[config.mk]
export PLATFORM = sky130hd
export DESIGN_NAME = mul8_seq_flat
export DESIGN_NICKNAME = d
export VERILOG_FILES = /design/src/rtl/mul8_seq_if.sv /design/src/rtl/mul8_seq.sv /design/src/flat_wrapper.sv
export SDC_FILE = /design/constraint.sdc
export NUM_CORES = 1
export LEC_CHECK = 0
export CAP_MARGIN = 20
export CORE_MARGIN = 1.5
export CORE_UTILIZATION = 30
export DETAILED_ROUTE_END_ITERATION = 10
export PLACE_DENSITY = 0.48
export SLEW_MARGIN = 15
export SYNTH_ARGS = -nofsm -noshare
export SYNTH_HDL_FRONTEND = slang
export SYNTH_SLANG_ARGS = --single-unit
[constraint.sdc]
create_clock -name clk -period 8.15 [get_ports clk]
set_clock_uncertainty 0.05 [all_clocks]
set_input_delay 0.815 -clock clk [delete_from_list [all_inputs] [get_ports clk]]
set_output_delay 0.815 -clock clk [all_outputs]
set_load 0.05 [all_outputs]
[src/rtl/mul8_seq_if.sv]
// Request/response bundle between the control unit and the sequential
// multiplier: start with its operands going in, busy/done/product coming out.
interface mul8_seq_if;
  logic        start;
  logic [7:0]  a;
  logic [7:0]  b;
  logic        busy;
  logic        done;
  logic [15:0] p;

  modport master (
    output start,
    output a,
    output b,
    input  busy,
    input  done,
    input  p
  );

  modport slave (
    input  start,
    input  a,
    input  b,
    output busy,
    output done,
    output p
  );
endinterface

[src/rtl/mul8_seq.sv]
// Sequential 8x8 unsigned shift-and-add multiplier for the Neander ULA.
// One adder8 is reused for eight iterations; the running product lives in
// {acc_hi, acc_lo}, with acc_lo initially holding the multiplier and gradually
// filling with product low bits as the 17-bit {co, sum, acc_lo} shift runs.

// 8-bit ripple-carry adder; the only adder on the multiplier data path.
module adder8 (
  input  logic [7:0] x_i,
  input  logic [7:0] y_i,
  output logic [7:0] s_o,
  output logic       co_o
);
  logic [8:0] carry_s;

  // Bitwise full-adder chain from LSB to MSB.
  always_comb begin
    carry_s = 9'd0;
    s_o     = 8'd0;
    for (int i = 0; i < 8; i++) begin
      s_o[i]       = x_i[i] ^ y_i[i] ^ carry_s[i];
      carry_s[i+1] = (x_i[i] & y_i[i]) | (carry_s[i] & (x_i[i] ^ y_i[i]));
    end
    co_o = carry_s[8];
  end
endmodule

module mul8_seq #(
  parameter logic ZERO_SKIP = 1'b0
) (
  input  logic         clk,
  input  logic         rst,
  mul8_seq_if.slave    bus
);
  typedef enum logic [1:0] {
    ST_IDLE = 2'd0,
    ST_RUN  = 2'd1,
    ST_DONE = 2'd2
  } state_t;

  state_t      state_q;
  logic [7:0]  mcand_q;
  logic [7:0]  acc_hi_q;
  logic [7:0]  acc_lo_q;
  logic [3:0]  cnt_q;
  logic        busy_q;
  logic        done_q;
  logic [15:0] p_q;

  logic [7:0]  addend_s;
  logic [7:0]  sum_s;
  logic        co_s;
  logic        zero_op_s;

  // Partial-product selection: add the multiplicand only when the current
  // multiplier bit (LSB of acc_lo) is set.
  always_comb begin
    if (acc_lo_q[0]) begin
      addend_s = mcand_q;
    end else begin
      addend_s = 8'h00;
    end
  end

  // Zero-operand detection for the optional shortcut straight to DONE.
  always_comb begin
    if (ZERO_SKIP && ((bus.a == 8'h00) || (bus.b == 8'h00))) begin
      zero_op_s = 1'b1;
    end else begin
      zero_op_s = 1'b0;
    end
  end

  adder8 u_adder8 (
    .x_i  (acc_hi_q),
    .y_i  (addend_s),
    .s_o  (sum_s),
    .co_o (co_s)
  );

  // Control FSM plus datapath registers; all outputs are registered so that
  // busy/done/p change only on clock edges. Reset aborts any operation.
  always_ff @(posedge clk) begin
    if (rst) begin
      state_q  <= ST_IDLE;
      mcand_q  <= 8'h00;
      acc_hi_q <= 8'h00;
      acc_lo_q <= 8'h00;
      cnt_q    <= 4'd0;
      busy_q   <= 1'b0;
      done_q   <= 1'b0;
      p_q      <= 16'h0000;
    end else begin
      case (state_q)
        ST_IDLE: begin
          done_q <= 1'b0;
          busy_q <= 1'b0;
          if (bus.start) begin
            mcand_q  <= bus.a;
            acc_hi_q <= 8'h00;
            acc_lo_q <= bus.b;
            cnt_q    <= 4'd0;
            if (zero_op_s) begin
              state_q <= ST_DONE;
              done_q  <= 1'b1;
              p_q     <= 16'h0000;
            end else begin
              state_q <= ST_RUN;
              busy_q  <= 1'b1;
            end
          end else begin
            state_q <= ST_IDLE;
          end
        end
        ST_RUN: begin
          // 17-bit right shift of {co, sum, acc_lo}; the carry lands in acc_hi[7].
          acc_hi_q <= {co_s, sum_s[7:1]};
          acc_lo_q <= {sum_s[0], acc_lo_q[7:1]};
          cnt_q    <= cnt_q + 4'd1;
          if (cnt_q == 4'd7) begin
            state_q <= ST_DONE;
            busy_q  <= 1'b0;
            done_q  <= 1'b1;
            p_q     <= {co_s, sum_s, acc_lo_q[7:1]};
          end else begin
            state_q <= ST_RUN;
            busy_q  <= 1'b1;
          end
        end
        ST_DONE: begin
          state_q <= ST_IDLE;
          busy_q  <= 1'b0;
          done_q  <= 1'b0;
        end
        default: begin
          state_q <= ST_IDLE;
          busy_q  <= 1'b0;
          done_q  <= 1'b0;
        end
      endcase
    end
  end

  assign bus.busy = busy_q;
  assign bus.done = done_q;
  assign bus.p    = p_q;
endmodule

[src/flat_wrapper.sv]
// flat-port wrapper written by rule: the top's interface ports become plain ports
module mul8_seq_flat 
#(
  parameter logic ZERO_SKIP = 1'b0
)
  (clk, rst, bus_start, bus_a, bus_b, bus_busy, bus_done, bus_p);
  mul8_seq_if bus_i ();
  input  logic clk;
  input  logic rst;
  input wire logic [$bits(bus_i.start)-1:0] bus_start;
  input wire logic [$bits(bus_i.a)-1:0] bus_a;
  input wire logic [$bits(bus_i.b)-1:0] bus_b;
  output wire logic [$bits(bus_i.busy)-1:0] bus_busy;
  output wire logic [$bits(bus_i.done)-1:0] bus_done;
  output wire logic [$bits(bus_i.p)-1:0] bus_p;
  assign bus_i.start = bus_start;
  assign bus_i.a = bus_a;
  assign bus_i.b = bus_b;
  assign bus_busy = bus_i.busy;
  assign bus_done = bus_i.done;
  assign bus_p = bus_i.p;
  mul8_seq #(.ZERO_SKIP(ZERO_SKIP)) u_core (.clk(clk), .rst(rst), .bus(bus_i));
endmodule
==> impl_metrics.yaml <==
yosys:
  synth_xor_area_frac: 0
  synth_cells: 186
  async_flop_share: 0
  yosysWarnings: 0
  synth.avg_cell_area_um2: 10.3
  synth_flop_cell: "dfxtp_1"
  synth-edff-count: 0
  syn_nets: 214
  synthMuxAreaShare: 0.0476
  ys_ff_latch: 47
  synth_top_family_by_area: "compound AO/OA/AOI/OAI gates"
  synth.distinct_cells: 33
  synth_area_um2: 1920
  yosysSeqAreaShare: 0.490
  synthAdderAreaFrac: 0.0860
  synth-simple-area-share: 0.134
  synth_compound_area_frac: 0.186
floorplan:
  start_util: 0.317
  core_area_um2: 6060
  num_rows: 28
  die_area_um2: 6890
  die_w_um: 83.0
  io-pin-count: 37
  die_h_um: 83.0
power:
  internal_power_mw: 0.334
  p_leak_nw: 0.852
  p_clk_frac: 0.350
  pwr-share-comb: 0.099
  vdd_drop_max_uv: 79.1
  seqPwrFrac: 0.551
  total_power_mw: 0.442
  p_sw_mw: 0.108
  cellPowerDensity_nw_per_um2: 183
  swShare: 0.244
sta:
  max_slew.worst_pin.slew_ps: 1010
  fmax_ghz: 0.254
  period_minus_slack_ps: 3940
  relSlewSlack: 0.330
  rsz0062_at_grt: "false"
  setup_viol: 0
  fin_crit_sh: 0.483
  finalHoldViolations: 0
  slew_viol_final: 0
  tns_ps: 0
worst_setup_path:
  crit_chain: "and2_1 -> ha_1 -> inv_1 -> fa_1 -> fa_1 -> fa_1 -> fa_1 -> fa_1 -> fa_1 -> fa_1 -> o32ai_1"
  path_class: "flop to flop"
  r2r_slack_ps: 4210
  cpMostUsedCell: "fa_1"
  required_ps: 8250
  cp.arrival_ps: 4040
  startpoint_type: "flop"
  critPathMaxFanout: 9
  cpMaxStageDelayCell: "fa_1"
  cp-end-kind: "flop"
  critPathMaxStageDelay_ps: 510
grt:
  grt_max_degree: 34
  antenna_found_initial: 0
  grt_first_pass_wirelength_mm: 7.31
  grt-ovfl-total: 0
  grt_pass1_vias: 1384
  grt_usage: 0.131
cells_and_area:
  diodes: 0
  mostFrequentLayoutCell: "dfxtp_1"
  area_growth_pct: 26.1
  final-seq-area_um2: 941
  fin_nets: 246
  final_cell_mix: "47 x dfxtp_1, 36 x clkdlybuf4s50_1, 25 x nand2_1"
  multi_input_area_um2: 872
  n_fill_cell: 621
  drive_gt1_frac: 0.0731
drt:
  route.detailed.drc: 0
  drt-total-wl_mm: 4.36
  drt_iter0_markers: 86
  drt_first_pass_iters: 4
  viasPerCell: 4.92
  ant_nets: 0
  num_vias: 1446
  wl_per_cell_um: 14.8
cts:
  cts_hold_buffers: 0
  cts_buffers: 5
  ctsResizeCount: 0
  ctsRootBufferMaster: "clkbuf_8"
  clock_sinks: 47
  cts.clk_slew.worst_paths_ps: 90
  clkLatencyLatePin_ps: 290
  htree_levels: 2
  clock_path_buffers: 2
  cts_setup_buffers: 0
  cts_tree: "done"
placed_design:
  portBuffers: 36
  gp_congestion: 0.741
  dpl.hpwl_mm: 2.97
flow_run:
  timing.max_cap.violations: 0
hold_path:
  hold_class: "flop to flop"
outcome:
  outcome: "completed"
power by group through the flow:
| stage | Clock, mW | Sequential (mW) | Combinational (mW) |
|---|---|---|---|
| after floorplan | 0 | 0.248 | 0.0285 |
| after global placement | 0 | 0.249 | 0.0440 |
| after detailed placement | 0 | 0.249 | 0.0440 |
| after CTS | 0.162 | 0.244 | 0.0443 |
| after global routing | 0.171 | 0.245 | 0.0481 |
| final | 0.155 | 0.243 | 0.0436 |
synth_stat cells, types with 2 or more instances:
cell type,count,area share
a311oi_1,9,0.041
a22o_1,8,0.037
buf_4,4,0.016
a21oi_1,4,0.010
clkbuf_1,2,0.0039
nor2_1,19,0.037
inv_1,8,0.016
nand3_1,2,0.0052
o2bb2ai_1,9,0.041
nor3_1,2,0.0052
o32ai_1,7,0.032
ha_1,2,0.013
nand2_1,25,0.049
buf_2,7,0.018
dfxtp_1,47,0.49
fa_1,7,0.073
mux2i_1,8,0.042
area by class of cell:
class	instances	share of cell area
clock buffers	7	0.0398
clock inverters	1	0.00310
inverters	9	0.0140
multi-input cells	117	0.360
flip-flops and latches	47	0.389
well taps	75	0.0388
repair buffers	38	0.155
worst paths after layout:
kind	startpoint	endpoint	cells after the start
setup / recovery	u_core.acc_lo_q[0]$_SDFFE_PP0P_	u_core.acc_hi_q[6]$_SDFFE_PP0P_	11
hold / removal	u_core.bus.done$_SDFFE_PP0P_	u_core.bus.done$_SDFFE_PP0P_	2
setup reg to reg	u_core.acc_lo_q[0]$_SDFFE_PP0P_	u_core.acc_hi_q[6]$_SDFFE_PP0P_	11
hold reg to reg	u_core.bus.done$_SDFFE_PP0P_	u_core.bus.done$_SDFFE_PP0P_	2
cell families after synthesis:
kind of cell / after synthesis
buffers and inverters: 22
AND/OR/NAND/NOR: 57
adder cells (fa/ha/maj): 9
flip-flops: 47
AO/OA/AOI/OAI: 42
multiplexers: 9
metrics by stage:
step / worst slack [ps] / instances / hold slack [ps] / util / instance area, um2
final: 4210 / 294 / 399 / 0.399 / 2420
after global routing: 4090 / 294 / 438 / 0.399 / 2420
after CTS: 4220 / 294 / 402 / 0.399 / 2420
after detailed placement: 4240 / 286 / 389 / 0.382 / 2320
after global placement: 4290 / 286 / 384 / 0.382 / 2320
after floorplan: 4310 / 186 / 389 / - / 1920
state kept, by name, summed over array words and instances, names as in the netlist:
signal and cells:
u_core.acc_hi_q 8, u_core.acc_lo_q 8, u_core.bus.done 1, u_core.bus.p 16
u_core.cnt_q 4, u_core.mcand_q 8, u_core.state_q 2
per-layer routing:
layer	up-vias	GRT usage	wire length, um
met2	32	0.187	1850
met1	682	0.195	2290
met5	-	0	0
met4	0	0.0500	72
li1	727	-	-
met3	5	0.0239	157
critical path, delay by kind of cell, from the launching register on:
family / cells / cell delay, ps
adder cells (fa/ha/maj): 8 / 2960
buffers and inverters: 1 / 50
AND/OR/NAND/NOR: 1 / 180
AO/OA/AOI/OAI: 1 / 70
flip-flops: 1 / 490
(Power assumes the default switching activity.)
